[config.mk]
export PLATFORM = sky130hd
export DESIGN_NAME = if_id_buffer
export DESIGN_NICKNAME = d
export VERILOG_FILES = /design/src/rtl/if_pkg.sv /design/src/rtl/if_id_entry_ram.sv /design/src/rtl/if_id_buffer.sv
export SDC_FILE = /design/constraint.sdc
export NUM_CORES = 1
export LEC_CHECK = 0
export ABC_CLOCK_PERIOD_IN_PS = 16800
export BUFFER_PORTS_ARGS = -buffer_cell sky130_fd_sc_hd__buf_2
export CAP_MARGIN = 15
export CORE_UTILIZATION = 40
export CTS_BUF_LIST = sky130_fd_sc_hd__clkbuf_16
export DETAILED_ROUTE_END_ITERATION = 6
export PLACE_DENSITY = 0.66
export SLEW_MARGIN = 20
export SYNTH_ARGS = -nofsm -noshare
export SYNTH_HDL_FRONTEND = slang
export SYNTH_SLANG_ARGS = --single-unit
[constraint.sdc]
create_clock -name clk -period 16.8 [get_ports clk]
set_input_delay 0.84 -clock clk [delete_from_list [all_inputs] [get_ports clk]]
set_output_delay 0.84 -clock clk [all_outputs]
set_load 0.1 [all_outputs]
[src/rtl/if_pkg.sv]
// Shared definitions for the fetch-to-decode buffer: default field width,
// the bubble instruction word and the queue entry layout.
package if_pkg;

    localparam int unsigned DATA_W = 32;

    // Instruction word driven whenever decode sees no valid entry
    localparam logic [DATA_W-1:0] NOP_INSTN = 32'h0000_0000;

    typedef struct packed {
        logic [DATA_W-1:0] instn;
        logic [DATA_W-1:0] pc;
        logic [DATA_W-1:0] nextpc;
    } if_entry_t;

endpackage

[src/rtl/if_id_entry_ram.sv]
// DEPTH x if_entry_t register file for the fetch-to-decode queue.
// Synchronous write, combinational read. The storage has no reset; the top
// level never exposes an entry that has not been written.
module if_id_entry_ram
    import if_pkg::*;
#(
    parameter int unsigned DEPTH = 2,
    parameter int unsigned PTR_W = (DEPTH > 1) ? $clog2(DEPTH) : 1
) (
    input  logic             clk,
    input  logic             wr_en,
    input  logic [PTR_W-1:0] wr_addr,
    input  if_entry_t        wr_data,
    input  logic [PTR_W-1:0] rd_addr,
    output if_entry_t        rd_data
);

    if_entry_t mem [DEPTH];

    // Write the addressed entry on the rising edge
    always_ff @(posedge clk) begin
        if (wr_en) begin
            mem[wr_addr] <= wr_data;
        end
    end

    assign rd_data = mem[rd_addr];

endmodule

[src/rtl/if_id_buffer.sv]
// Fetch-to-decode pipeline buffer: a small in-order queue of
// {instn, pc, nextpc} with a valid/ready output, a full-driven stall back to
// fetch and a synchronous flush that discards wrong-path entries.
// Optional feature macro: IFID_PERF_CNT_EN (stall-cycle and flush counters).
module if_id_buffer
    import if_pkg::*;
#(
    parameter int unsigned DATA_W    = if_pkg::DATA_W,
    parameter int unsigned DEPTH     = 2,
    parameter logic [DATA_W-1:0] NOP_INSTN = if_pkg::NOP_INSTN
) (
    input  logic              clk,
    input  logic              reset,
    input  logic              in_valid,
    input  logic [DATA_W-1:0] inp_instn,
    input  logic [DATA_W-1:0] pc_to_branch,
    input  logic [DATA_W-1:0] nextpc,
    output logic              stall_flag,
    input  logic              flush,
    output logic              out_valid,
    input  logic              out_ready,
    output logic [DATA_W-1:0] out_instn,
    output logic [DATA_W-1:0] out_pc,
    output logic [DATA_W-1:0] out_nextpc,
    output logic [31:0]       perf_stall_cycles,
    output logic [31:0]       perf_flushes
);

    localparam int unsigned PTR_W = $clog2(DEPTH);
    localparam int unsigned CNT_W = $clog2(DEPTH) + 1;
    localparam logic [CNT_W-1:0] CNT_FULL = CNT_W'(DEPTH);

    logic [PTR_W-1:0] wr_ptr;
    logic [PTR_W-1:0] rd_ptr;
    logic [CNT_W-1:0] count;

    logic      push;
    logic      pop;
    if_entry_t wr_data;
    if_entry_t head;

    // Status comes only from registered count, so stall has no path from
    // in_valid or out_ready
    assign stall_flag = (count == CNT_FULL);
    assign out_valid  = (count != '0);

    // Flush overrides both sides of the handshake
    assign push = in_valid && !stall_flag && !flush;
    assign pop  = out_valid && out_ready && !flush;

    assign wr_data = '{instn: inp_instn, pc: pc_to_branch, nextpc: nextpc};

    if_id_entry_ram #(
        .DEPTH (DEPTH),
        .PTR_W (PTR_W)
    ) u_ram (
        .clk     (clk),
        .wr_en   (push),
        .wr_addr (wr_ptr),
        .wr_data (wr_data),
        .rd_addr (rd_ptr),
        .rd_data (head)
    );

    // Pointer and occupancy update; power-of-two depth wraps naturally
    always_ff @(posedge clk or negedge reset) begin
        if (!reset) begin
            wr_ptr <= '0;
            rd_ptr <= '0;
            count  <= '0;
        end else if (flush) begin
            wr_ptr <= '0;
            rd_ptr <= '0;
            count  <= '0;
        end else begin
            if (push) wr_ptr <= wr_ptr + 1'b1;
            if (pop)  rd_ptr <= rd_ptr + 1'b1;
            case ({push, pop})
                2'b10:   count <= count + 1'b1;
                2'b01:   count <= count - 1'b1;
                default: count <= count;
            endcase
        end
    end

    // Head mux; an empty queue shows a bubble, never unwritten storage
    always_comb begin
        out_instn  = NOP_INSTN;
        out_pc     = '0;
        out_nextpc = '0;
        if (out_valid) begin
            out_instn  = head.instn;
            out_pc     = head.pc;
            out_nextpc = head.nextpc;
        end
    end

`ifdef IFID_PERF_CNT_EN
    // Saturating counters of stalled fetch cycles and flush cycles
    always_ff @(posedge clk or negedge reset) begin
        if (!reset) begin
            perf_stall_cycles <= '0;
            perf_flushes      <= '0;
        end else begin
            if (in_valid && stall_flag && (perf_stall_cycles != 32'hFFFF_FFFF))
                perf_stall_cycles <= perf_stall_cycles + 32'd1;
            if (flush && (perf_flushes != 32'hFFFF_FFFF))
                perf_flushes <= perf_flushes + 32'd1;
        end
    end
`else
    assign perf_stall_cycles = 32'd0;
    assign perf_flushes      = 32'd0;
`endif

endmodule

==> flow_summary_export.csv <==
group,metric,value,unit
detailed_routing,drt-vias-per-instance,4.53,
place,hpwlAfterDp,9.76,mm
grt,use_met1,16.9,%
power_and_ir_drop,power.share.sequential,45.7,%
critical_path,reg2reg_depth,4,
logic_synthesis,async_reset_ff_share,2.04,%
power_and_ir_drop,power_density,130,nW/um^2
detailed_routing,final_antenna_net_count,0,
place,place_ws,13230,ps
cells_and_area,regArea,5870,um^2
grt,grt_max_degree,51,
clock_tree,numCtsBuffers,17,
logic_synthesis,avgSynthCellArea,15.9,um^2
timing,period_share,23.2,%
critical_path,criticalPathCategory,"reg -> out",
place,dp.cells,944,
critical_path,r2r-end,"u_ram.mem[1][76]$_DFFE_PP_",
min_path,min_path_type,"in -> async",
cells_and_area,syn_to_final_growth,20.6,%
cells_and_area,multi_input_comb_area,1700,um^2
logic_synthesis,synth_area,7910,um^2
critical_path,critical_path_required,15960,ps
grt,met3_usage,4.78,%
job,maxCapViolations,0,
floorplanning,io-pin-count,263,
power_and_ir_drop,power.internal,807,uW
grt,grt_use_met2,24.5,%
floorplanning,fp.dieH,143,um
detailed_routing,routed_wl,14.5,mm
timing,slew_headroom,41.5,%
grt,antenna_found_initial,0,
clock_tree,postCtsSetupRepairBufs,0,
detailed_routing,wire_per_inst,14.8,um
clock_tree,cts-root-buf,"clkbuf_16",
critical_path,critPathMaxFanout,50,
timing,worst_pin_slew,878,ps
clock_tree,clock_sinks,196,
timing,maxClockFrequency,0.257,GHz
place,gp_congestion,0.797,
timing,fin_worst_skew,10.7,ps
power_and_ir_drop,clock_power_share,31.2,%
clock_tree,cts_resized,0,
cells_and_area,drive_above_1_share,33.6,%
floorplanning,start_util,40.8,%
cells_and_area,final_nets,799,
power_and_ir_drop,power.total,1.24,mW
logic_synthesis,yosysWarnings,0,
power_and_ir_drop,switching_share,34.9,%
cells_and_area,final_common_cell,"buf_2",
critical_path,arrival,3050,ps
logic_synthesis,synth_seq_cells,196,
floorplanning,core_area,19400,um^2
clock_tree,ctsHoldBuffers,0,
power_and_ir_drop,vdd_drop_max,0.0672,mV
grt,grt_pass1_vias,4432,
clock_tree,cts-htree-levels,4,
cells_and_area,finalNonFillerCells,978,
detailed_routing,route.detailed.drc,0,
power_and_ir_drop,p_sw,432,uW
floorplanning,die_w,143,um
logic_synthesis,synth_edf_count,192,
grt,grt_pass1_wl,21.8,mm
clock_tree,clk_pin_slew_worst_paths,70,ps
logic_synthesis,netlist_instances,496,
logic_synthesis,synth-main-ff-cell,"edfxtp_1",
logic_synthesis,yosysSeqAreaShare,74.2,%
cells_and_area,utilization,49.2,%
grt,grt.busiest_layer,"met2",
timing,rsz0062_at_grt,"false",
clock_tree,clk_path_buf_depth,2,
critical_path,crit_path_start_kind,"flip-flop",
cells_and_area,final_cell_mix,"buf_2, edfxtp_1, nor2_1",
clock_tree,cts_tree,"yes",
power_and_ir_drop,p_leak,3.72,nW
power_and_ir_drop,pwr-share-comb,23.1,%
floorplanning,dieArea,20300,um^2
grt,globalRouteOverflowTotal,0,
timing,slew_violations,0,
grt,track_usage,14.4,%
place,portBuffers,198,
timing,setup-violations-final,0,
critical_path,endpoint_kind,"output pin",
critical_path,r2r_slack,14730,ps
critical_path,timing.rr.start,"count[1]$_DFFE_PN0P_",
floorplanning,rows,51,
timing,fin_crit,3890,ps
clock_tree,insertion_delay,420,ps
detailed_routing,vias,4430,
timing,fin_setup_tns,0,ps
cells_and_area,n_fill_cell,1676,
detailed_routing,drt_iter0_drc,182,
detailed_routing,firstDrtPassIters,4,
timing,setup_ws,12910,ps
timing,hold_violations,0,
logic_synthesis,synth_cell_type_count,25,
status,outcome,"finished clean",
-- worst max-delay path by stage --
stage / startpoint / to / slack, ps / depth (start not counted)
2_1_floorplan: count[1]$_DFFE_PN0P_ / u_ram.mem[1][0]$_DFFE_PP_ / 7920 / 3
4_1_cts: rd_ptr$_DFFE_PN0P_ / out_pc[15] / 12760 / 4
3_3_place_gp: rd_ptr$_DFFE_PN0P_ / out_pc[15] / 13290 / 4
6_report: rd_ptr$_DFFE_PN0P_ / out_pc[15] / 12910 / 4
5_1_grt: rd_ptr$_DFFE_PN0P_ / out_pc[15] / 12690 / 4
3_5_place_dp: rd_ptr$_DFFE_PN0P_ / out_pc[15] / 13230 / 4
-- worst max-delay path, stage by stage (launching register included) --
cell and delay (ps):
dfrtp_4 960, buf_4 790, mux2i_1 160, nor2_1 200, buf_2 470
-- power groups by stage --
stage / Combinational (mW) / Clock (mW) / Sequential, mW
finish: 0.286 / 0.387 / 0.566
global placement: 0.285 / 0 / 0.576
floorplan: 0.260 / 0 / 0.574
global route: 0.297 / 0.416 / 0.568
CTS: 0.288 / 0.398 / 0.566
detailed placement: 0.288 / 0 / 0.577
-- sequential cells by signal, indices dropped and copies added (netlist names) --
register	count
count	2
u_ram.mem	192
rd_ptr	1
wr_ptr	1
-- logic make-up (layout without fill, tap and decap cells) --
kind of cell	count (synthesis)	after routing	share of synthesized area [%]
AOI/OAI and AO/OA	7	7	0.491
muxes	96	96	12.2
xor gates and xnor gates	1	1	0.111
and+or+nand+nor	108	108	5.46
other	1	66	0.0474
buffers and inverters	87	239	7.53
DFF	196	196	74.2
-- stage by stage --
step / hold WS [ps] / instance area [um^2]
after floorplan: 529 / 8140
after global placement: 565 / 8940
after detailed placement: 590 / 8960
after CTS: 195 / 9530
after global routing: 197 / 9530
final: 215 / 9540
-- cell usage after synthesis (all sizes together) (2+ instances only) --
library cell	n	area (um^2)
a21oi	2	10.0
buf	79	566
clkbuf	6	22.5
dfrtp	4	100
edfxtp	192	5770
inv	2	7.50
mux2i	96	961
nor2	99	374
o21ai	3	15.0
-- cell type report --
type,count,share of cell area [%]
repair buffers,205,11.1
well taps,265,3.48
flip-flops and latches,196,61.6
inverters,2,0.0787
diodes,2,0.0525
clock inverters,15,1.52
clock buffers,17,4.46
multi-input cells,276,17.8
-- routing by layer --
metal,share of wire (%),vias to the layer above,routed length [um]
met5,0,-,0
met3,7.4,17,1080
li1,-,2073,-
met2,49,214,7160
met1,42,2126,6050
met4,1.5,0,219
Note: power is estimated with default switching activity, not from simulation.
